## src/rtl/cplx_mult_arbiter.sv

```systemverilog
// Round-robin arbiter sharing one complex multiplier between NUM_REQ requesters.
// Define CPLX_ARB_TIMEOUT_EN to add the result watchdog (resp_err / mult_sw_rst ports).
module cplx_mult_arbiter #(
    parameter int NUM_REQ = 4,
    parameter int OP_W    = 32,
    parameter int RES_W   = 34,
    parameter int ID_W    = 2,
    parameter int TIMEOUT = 64
) (
    input  logic                    clk,
    input  logic                    rstn,
    input  logic                    sw_rst,
    input  logic [NUM_REQ-1:0]      req_val,
    output logic [NUM_REQ-1:0]      req_ready,
    input  logic [NUM_REQ*OP_W-1:0] req_op,
    output logic [NUM_REQ-1:0]      resp_val,
    input  logic [NUM_REQ-1:0]      resp_ready,
    output logic [RES_W-1:0]        resp_data,
    output logic                    mult_op_val,
    input  logic                    mult_op_ready,
    output logic [OP_W-1:0]         mult_op,
    input  logic                    mult_res_val,
    output logic                    mult_res_ready,
    input  logic [RES_W-1:0]        mult_res,
    output logic [ID_W-1:0]         grant_id,
    output logic                    busy
`ifdef CPLX_ARB_TIMEOUT_EN
    ,
    output logic                    resp_err,
    output logic                    mult_sw_rst
`endif
);

    if (ID_W != $clog2(NUM_REQ)) begin : g_bad_id_w
        $error("ID_W must equal clog2(NUM_REQ)");
    end
    if (NUM_REQ < 2 || NUM_REQ > 8 || TIMEOUT < 1) begin : g_bad_cfg
        $error("NUM_REQ must be 2..8 and TIMEOUT at least 1");
    end

    typedef enum logic [1:0] {
        ST_IDLE     = 2'd0,
        ST_ISSUE    = 2'd1,
        ST_WAIT_RES = 2'd2,
        ST_DELIVER  = 2'd3
    } state_t;

    state_t              r_state;
    state_t              w_next_state;
    logic [OP_W-1:0]     r_op;
    logic [RES_W-1:0]    r_res;
    logic [ID_W-1:0]     r_grant;
    logic [ID_W-1:0]     r_last_grant;

    logic [ID_W-1:0]     w_winner;
    logic [ID_W-1:0]     w_idx;
    logic                w_any;
    logic                w_accept;
    logic                w_op_fire;
    logic                w_res_fire;
    logic                w_done;
    logic                w_expire;

    // Rotating priority search: walk from the highest offset down so the
    // requester just after last_grant is the final (winning) assignment.
    always_comb begin
        w_winner = '0;
        w_any    = 1'b0;
        w_idx    = '0;
        for (int k = NUM_REQ - 1; k >= 0; k--) begin
            w_idx    = ID_W'((int'(r_last_grant) + 1 + k) % NUM_REQ);
            w_winner = req_val[w_idx] ? w_idx : w_winner;
            w_any    = w_any | req_val[w_idx];
        end
    end

    // Handshake strobes qualified by the current state.
    always_comb begin
        w_accept   = (r_state == ST_IDLE) && w_any;
        w_op_fire  = (r_state == ST_ISSUE) && mult_op_ready;
        w_res_fire = (r_state == ST_WAIT_RES) && mult_res_val;
        w_done     = (r_state == ST_DELIVER) && resp_ready[r_grant];
    end

`ifdef CPLX_ARB_TIMEOUT_EN
    localparam int CNT_W = $clog2(TIMEOUT + 1);

    logic [CNT_W-1:0] r_wd_cnt;
    logic             r_resp_err;
    logic             r_mult_sw_rst;

    // Expiry yields to a result arriving in the same cycle.
    always_comb begin
        w_expire = (r_state == ST_WAIT_RES) && !mult_res_val &&
                   (r_wd_cnt == CNT_W'(TIMEOUT - 1));
    end

    // Watchdog counter, error flag and multiplier reset pulse.
    always_ff @(posedge clk or negedge rstn) begin
        if (!rstn) begin
            r_wd_cnt      <= '0;
            r_resp_err    <= 1'b0;
            r_mult_sw_rst <= 1'b0;
        end else if (sw_rst) begin
            r_wd_cnt      <= '0;
            r_resp_err    <= 1'b0;
            r_mult_sw_rst <= 1'b0;
        end else begin
            r_mult_sw_rst <= w_expire;
            if (w_op_fire) begin
                r_wd_cnt <= '0;
            end else if (r_state == ST_WAIT_RES) begin
                r_wd_cnt <= r_wd_cnt + CNT_W'(1);
            end
            if (w_expire) begin
                r_resp_err <= 1'b1;
            end else if (w_done) begin
                r_resp_err <= 1'b0;
            end
        end
    end

    assign resp_err    = r_resp_err;
    assign mult_sw_rst = r_mult_sw_rst;
`else
    always_comb begin
        w_expire = 1'b0;
    end
`endif

    // Next-state decode.
    always_comb begin
        w_next_state = r_state;
        case (r_state)
            ST_IDLE: begin
                if (w_accept) begin
                    w_next_state = ST_ISSUE;
                end else begin
                    w_next_state = ST_IDLE;
                end
            end
            ST_ISSUE: begin
                if (w_op_fire) begin
                    w_next_state = ST_WAIT_RES;
                end else begin
                    w_next_state = ST_ISSUE;
                end
            end
            ST_WAIT_RES: begin
                if (w_res_fire || w_expire) begin
                    w_next_state = ST_DELIVER;
                end else begin
                    w_next_state = ST_WAIT_RES;
                end
            end
            ST_DELIVER: begin
                if (w_done) begin
                    w_next_state = ST_IDLE;
                end else begin
                    w_next_state = ST_DELIVER;
                end
            end
            default: begin
                w_next_state = ST_IDLE;
            end
        endcase
    end

    // State, operand/result holding registers and round-robin pointer.
    always_ff @(posedge clk or negedge rstn) begin
        if (!rstn) begin
            r_state      <= ST_IDLE;
            r_op         <= '0;
            r_res        <= '0;
            r_grant      <= '0;
            r_last_grant <= ID_W'(NUM_REQ - 1);
        end else if (sw_rst) begin
            r_state      <= ST_IDLE;
            r_op         <= '0;
            r_res        <= '0;
            r_grant      <= '0;
            r_last_grant <= ID_W'(NUM_REQ - 1);
        end else begin
            r_state <= w_next_state;
            if (w_accept) begin
                r_op    <= req_op[w_winner*OP_W +: OP_W];
                r_grant <= w_winner;
            end
            if (w_res_fire) begin
                r_res <= mult_res;
            end else if (w_expire) begin
                r_res <= '0;
            end
            if (w_done) begin
                r_last_grant <= r_grant;
            end
        end
    end

    // Operand accept is the only path that depends on live inputs.
    always_comb begin
        req_ready = '0;
        if (w_accept) begin
            req_ready[w_winner] = 1'b1;
        end else begin
            req_ready = '0;
        end
    end

    // Result valid is one-hot on the registered owner.
    always_comb begin
        resp_val = '0;
        if (r_state == ST_DELIVER) begin
            resp_val[r_grant] = 1'b1;
        end else begin
            resp_val = '0;
        end
    end

    assign resp_data      = r_res;
    assign mult_op        = r_op;
    assign mult_op_val    = (r_state == ST_ISSUE);
    assign mult_res_ready = (r_state == ST_WAIT_RES);
    assign grant_id       = r_grant;
    assign busy           = (r_state != ST_IDLE);

endmodule

```

## config.mk

```make
export PLATFORM = sky130hd
export DESIGN_NAME = cplx_mult_arbiter
export DESIGN_NICKNAME = d
export VERILOG_FILES = /design/src/rtl/cplx_mult_arbiter.sv
export SDC_FILE = /design/constraint.sdc
export NUM_CORES = 1
export LEC_CHECK = 0
export BUFFER_PORTS_ARGS = -buffer_cell sky130_fd_sc_hd__buf_2
export CAP_MARGIN = 20
export CORE_MARGIN = 8
export CORE_UTILIZATION = 40
export DETAILED_ROUTE_END_ITERATION = 12
export PLACE_DENSITY_LB_ADDON = 0.05
export SETUP_SLACK_MARGIN = 0.02
export SLEW_MARGIN = 20
export SYNTH_ARGS = -nofsm -noshare
export SYNTH_HDL_FRONTEND = slang
export SYNTH_SLANG_ARGS = --single-unit
```

## constraint.sdc

```tcl
create_clock -name clk -period 2.6 [get_ports clk]
set_input_delay 0.78 -clock clk [delete_from_list [all_inputs] [get_ports clk]]
set_output_delay 0.78 -clock clk [all_outputs]
set_load 0.005 [all_outputs]
```

Yosys cells after proc, flatten, opt, wreduce, memory -nomap -nowiden
Index checks and enable logic that the tools add are counted.

operators by class
  shifts and indexed selects = 1
  order comparisons = 8
  bitwise gates (word level) = 3
  muxes and demuxes = 34
  multiply operators = 0
  add/subtract/negate cells = 4
  eq/ne operators = 3
  div/mod/pow operators = 0
  reductions and logical operators = 11

operators with widths
  operator               number
  $shiftx A128 B8 Y32    1
  $mux W34               2
  $mux W32               2
  $mux W2                11
  $lt A2 B3 Y1 const B   6
  $bmux W1 S2            5
  $mux W1                9
  $mux W4                2
  $pmux W2 S4            1
  $reduce_bool A2 Y1     4
  $logic_and A1 B1 Y1    6
  $add A2 B1 Y2 const B  2
  $add A2 B2 Y2 const B  2
  $demux W1 S2           2
  $eq A2 B2 Y1 const B   2
  $ge A2 B1 Y1 const B   2
  $or A1 B1 Y1           3
  $eq A2 B1 Y1 const B   1
  $logic_not A2 Y1       1

storage, ports and cells
  latch bits = 0
  memory bits (writable) = 0
  ROM bits = 0
  register bits after elaboration = 72
  output and inout port bits = 79
  logic and storage cells = 69
  memories = 0
  input port bits = 175

Logic depth before layout (Yosys ltp)
  depth after elaboration = 13
  depth in mapped cells = 8
  gate-level depth less buffers = 5

Least setup slack after synthesis
Ideal clock, no wire load.

  path type = input to output
  from = input port req_val[1]
  to = output port req_ready[2]
  stages = 6
  path buffers = 1
  slack = 27 ps
  data arrival time = 1793 ps
  data required time = 1820 ps
  cells stage by stage = o211a_1 -> or2_1 -> buf_4 -> nor2_2 -> nand2_1 -> nor2_1

between the ends
  longest elaborated chain between the ends = 11
  elaborated cells on any way between the ends = 22
  those cells by class = 2 x order compare; 15 x mux; 3 x bitwise; 2 x reduce/logical

ends and longest elaborated chain
  element                                                             RTL line  text
  start, declared                                                     13        input logic [NUM_REQ-1:0] req_val,
  $bmux W1 S2                                                         72, 73
  $mux W1 (not written as such)                                       72, 73
  $mux W2 (4 in a row)                                                72        w_winner = req_val[w_idx] ? w_idx : w_winner;
  $lt A2 B3 Y1 (not written as such) or $ge A2 B1 Y1 (tied branches)  204       req_ready[w_winner] = 1'b1;
  $logic_and A1 B1 Y1 (not written as such)                           204
  $mux W1 (not written as such)                                       204
  $demux W1 S2                                                        204
  $mux W4 *                                                           203       if (w_accept) begin
  end, declared                                                       14        output logic [NUM_REQ-1:0] req_ready,

Every way passes the cells marked *; elsewhere a longest branch is shown, timed or not. The select of a mux whose other input is x is not followed.

Worst setup path after layout
  from = register r_last_grant[1]
  to = output port req_ready[1]

between the ends
  longest elaborated chain between the ends = 13
  elaborated cells on any way between the ends = 26
  those cells by class = 4 x add/sub; 2 x order compare; 15 x mux; 3 x bitwise; 2 x reduce/logical

ends and longest elaborated chain
  element                                                             RTL line  text
  start, declared                                                     53        logic [ID_W-1:0] r_last_grant;
  start signal, assigned                                              176       r_last_grant <= ID_W'(NUM_REQ - 1);
  start signal, assigned                                              182       r_last_grant <= ID_W'(NUM_REQ - 1);
  start signal, assigned                                              195       r_last_grant <= r_grant;
  $add A2 B1 Y2 *                                                     71        w_idx = ID_W'((int'(r_last_grant) + 1 + k) % NUM_REQ);
  $add A2 B1 Y2                                                       71
  $bmux W1 S2                                                         72, 73
  $mux W1 (not written as such)                                       72, 73
  $mux W2 (4 in a row)                                                72
  $lt A2 B3 Y1 (not written as such) or $ge A2 B1 Y1 (tied branches)  204
  $logic_and A1 B1 Y1 (not written as such)                           204
  $mux W1 (not written as such)                                       204
  $demux W1 S2                                                        204
  $mux W4 *                                                           203

Marked as above.

==> flow_summary.yaml <==
timing:
  worst_slew_pin_slew_ps: 637
  layout_setup_ws_ps: -101
  hold_violations: 0
  period_share: 1.04
  max_slew_margin: 0.575
  holdWs_ps: 360
  clock_skew_ps: 9.13
  setup_viol: 4
  fin_crit_ps: 2700
  max_freq_mhz: 370
  final_max_slew_viol_count: 0
  rsz0062_at_grt: "true"
routing:
  totalWireLength_mm: 16.7
  drc: 0
  firstDrtPassIters: 4
  wl_per_cell_um: 19.4
  via_per_inst: 5.64
  drt_iter0_markers: 325
  via_count: 4848
  antenna_left: 0
critical_path:
  cp.arrival_ps: 1920
  worst_path_largest_cell_delay_ps: 590
  cp-end-kind: "output port"
  cp_max_fo: 3
  crit_required_ps: 1820
  worst-path-buf-inv: 2
  cpMaxStageDelayCell: "dfstp_2"
  critPathTopFamily: "flip-flops"
  crit_type: "register to output port"
  cp-start-kind: "register"
  path_cells: "mux2i_2 > o32ai_2 > buf_4 > nor2_2 > nor3_2 > buf_2"
clock_network:
  clk_pin_slew_ps: 80
  insertion_delay_ps: 350
  cts_made_buffers: 9
  cts_tree: "done"
  cts.sinks: 72
  htreeDepth: 3
  clockRootBuffer: "clkbuf_8"
  cts_buffer_depth: 2
die:
  die_h_um: 119
  core_um2: 10400
  io-pin-count: 254
  rows: 37
  die_w_um: 119
  dieArea_um2: 14200
  start_util: 0.412
outcome:
  violations: "negative setup slack"
  status: "complete, but fails checks"
place:
  gp_congestion: 0.806
  port_buffers: 253
  place_hpwl_mm: 12.1
cells_and_area:
  drive_gt1_frac: 0.461
  area_growth_pct: 42.3
  antenna_cells: 0
  nFillCells: 988
  multi_input_area_um2: 2260
  finalNetCount: 894
  seq_area_um2: 1800
logic_synthesis:
  synth_top_cells_by_area: "dfrtp_1 (41%), a22o_1 (7.0%), o21ai_0 (6.4%), a32oi_1 (6.2%), a22oi_1 (5.6%)"
  yosysWarningCount: 0
  ys_types: 41
  ys_seq_elements: 72
  synth_nets: 646
  syn_area_um2: 4270
  syn_inst: 471
  avgSynthCellArea_um2: 9.07
  yosysSeqAreaShare: 0.422
  synth_top_area_cell: "dfrtp_1"
  yosys.area.top_type_share: 0.410
job:
  cap_violations: 0
grt:
  grt_max_degree: 63
  overflow: 0
  grt_pass1_wl_mm: 25.9
  grt_pass1_vias: 5096
  antenna_found_initial: 0
  grt_use_total: 0.220
power_and_ir_drop:
  ir_worst_vdd_mv: 0.243
  p_per_area_nw_per_um2: 498
  p_leak_nw: 3.04
  total_power_mw: 3.03
min_path:
  hold_class: "primary input to async pin"
[worst register-to-register path: stages, from the launching register on]
cell and delay, ps:
dfstp_2 590, buf_6 130, and3b_1 190, or2_4 150, buf_4 470, o21ai_0 240
a21oi_1 270, o21a_1 140
[area by class of cell]
class                           count  share of cell area
Inverter                            4             0.00247
Clock buffer                        9              0.0204
Multi-Input combinational cell    343               0.373
Sequential cell                    72               0.297
Timing Repair Buffer              289               0.272
Clock inverter                      7             0.00803
Tap cell                          136              0.0280
[state kept, by name (all words and copies together), names as in the netlist]
| register | cells |
|---|---|
| mult_op | 32 |
| r_last_grant | 2 |
| resp_data | 34 |
| r_state | 2 |
| grant_id | 2 |
[routing by layer]
| metal | track usage | wire length (um) | up-vias |
|---|---|---|---|
| met4 | 0.0773 | 357 | 0 |
| met5 | 0 | 0 | - |
| li1 | - | - | 2291 |
| met3 | 0.0803 | 1490 | 28 |
| met1 | 0.254 | 6660 | 2324 |
| met2 | 0.369 | 8160 | 205 |
[synth_stat cells]
cell	number
a21o_1	1
a21oi_1	36
a21oi_4	1
a221oi_1	1
a22o_1	34
a22oi_1	32
a32oi_1	30
a32oi_2	1
and2_1	1
and3_1	1
and3b_1	1
buf_2	12
buf_4	11
buf_6	3
clkbuf_1	26
dfrtp_1	70
dfstp_2	2
inv_1	3
inv_2	1
mux2_2	1
mux2i_1	4
mux4_2	1
nand2_1	40
nand3_1	36
nor2_1	7
nor2_2	3
nor2b_1	4
nor3_1	4
o211a_1	1
o211ai_1	1
o21a_1	31
o21ai_0	55
o21ai_1	7
o21ai_2	1
o221ai_1	1
o32ai_1	2
or2_1	1
or2_2	1
or2b_1	1
or3_1	1
or4_4	1
[what timing repair did]
action | in CTS | in global routing
pin swaps | 4 | 6
setup endpoints to repair | 4 | 4
buffers inserted | 3 | 2
hold buffers | 0 | 0
gates resized for setup | 17 | 10
[cells by family after synthesis]
kind of cell | Yosys count | share of synthesized area
flops | 72 | 0.422
mux | 6 | 0.0173
simple gates | 102 | 0.112
buf+inv | 56 | 0.0677
compound gates | 235 | 0.380
[worst paths after layout]
check / startpoint / to / slack, ps / cells past startpoint
max reg2reg: r_last_grant[1] / mult_op[1] / 380 / 7
min: rstn / resp_data[30] / 360 / 1
max: r_last_grant[1] / req_ready[1] / -100 / 6
min reg2reg: resp_data[12] / resp_data[12] / 500 / 1
min in group clk: resp_data[12] / resp_data[12] / 500 / 1
max in group asynchronous: rstn / r_last_grant[0] / 1510 / 2
[cell usage in the layout (no fill, tap or decap), types with 4 or more instances in the layout]
cell type,instances
dfrtp_1,70
a22oi_1,32
clkbuf_8,9
nand3_1,36
o21ai_0,55
o21ai_1,7
a21oi_1,34
buf_2,249
a22o_1,34
nor2_1,5
o21a_1,31
clkinvlp_4,4
a32oi_1,30
nand2_1,38
buf_12,6
buf_4,29
[power breakdown]
part           leakage, nW  internal, mW  switching [mW]  total, mW
Clock               0.0772         0.344           0.450      0.794
Sequential           0.976          1.20          0.0703       1.27
Combinational         1.98         0.444           0.519      0.963
[per-stage QoR]
| stage | worst slack, ps | area (um2) | TNS, ps | util | std cells |
|---|---|---|---|---|---|
| 2_1_floorplan | 27.2 | 4270 | 0 | - | 471 |
| 3_3_place_gp | -139 | 5770 | -382 | 0.556 | 839 |
| 3_5_place_dp | -148 | 5770 | -447 | 0.556 | 839 |
| 4_1_cts | -33.2 | 6020 | -61.7 | 0.581 | 858 |
| 5_1_grt | -165 | 6080 | -487 | 0.586 | 860 |
| 6_report | -101 | 6080 | -306 | 0.586 | 860 |
(Power assumes the default switching activity.)
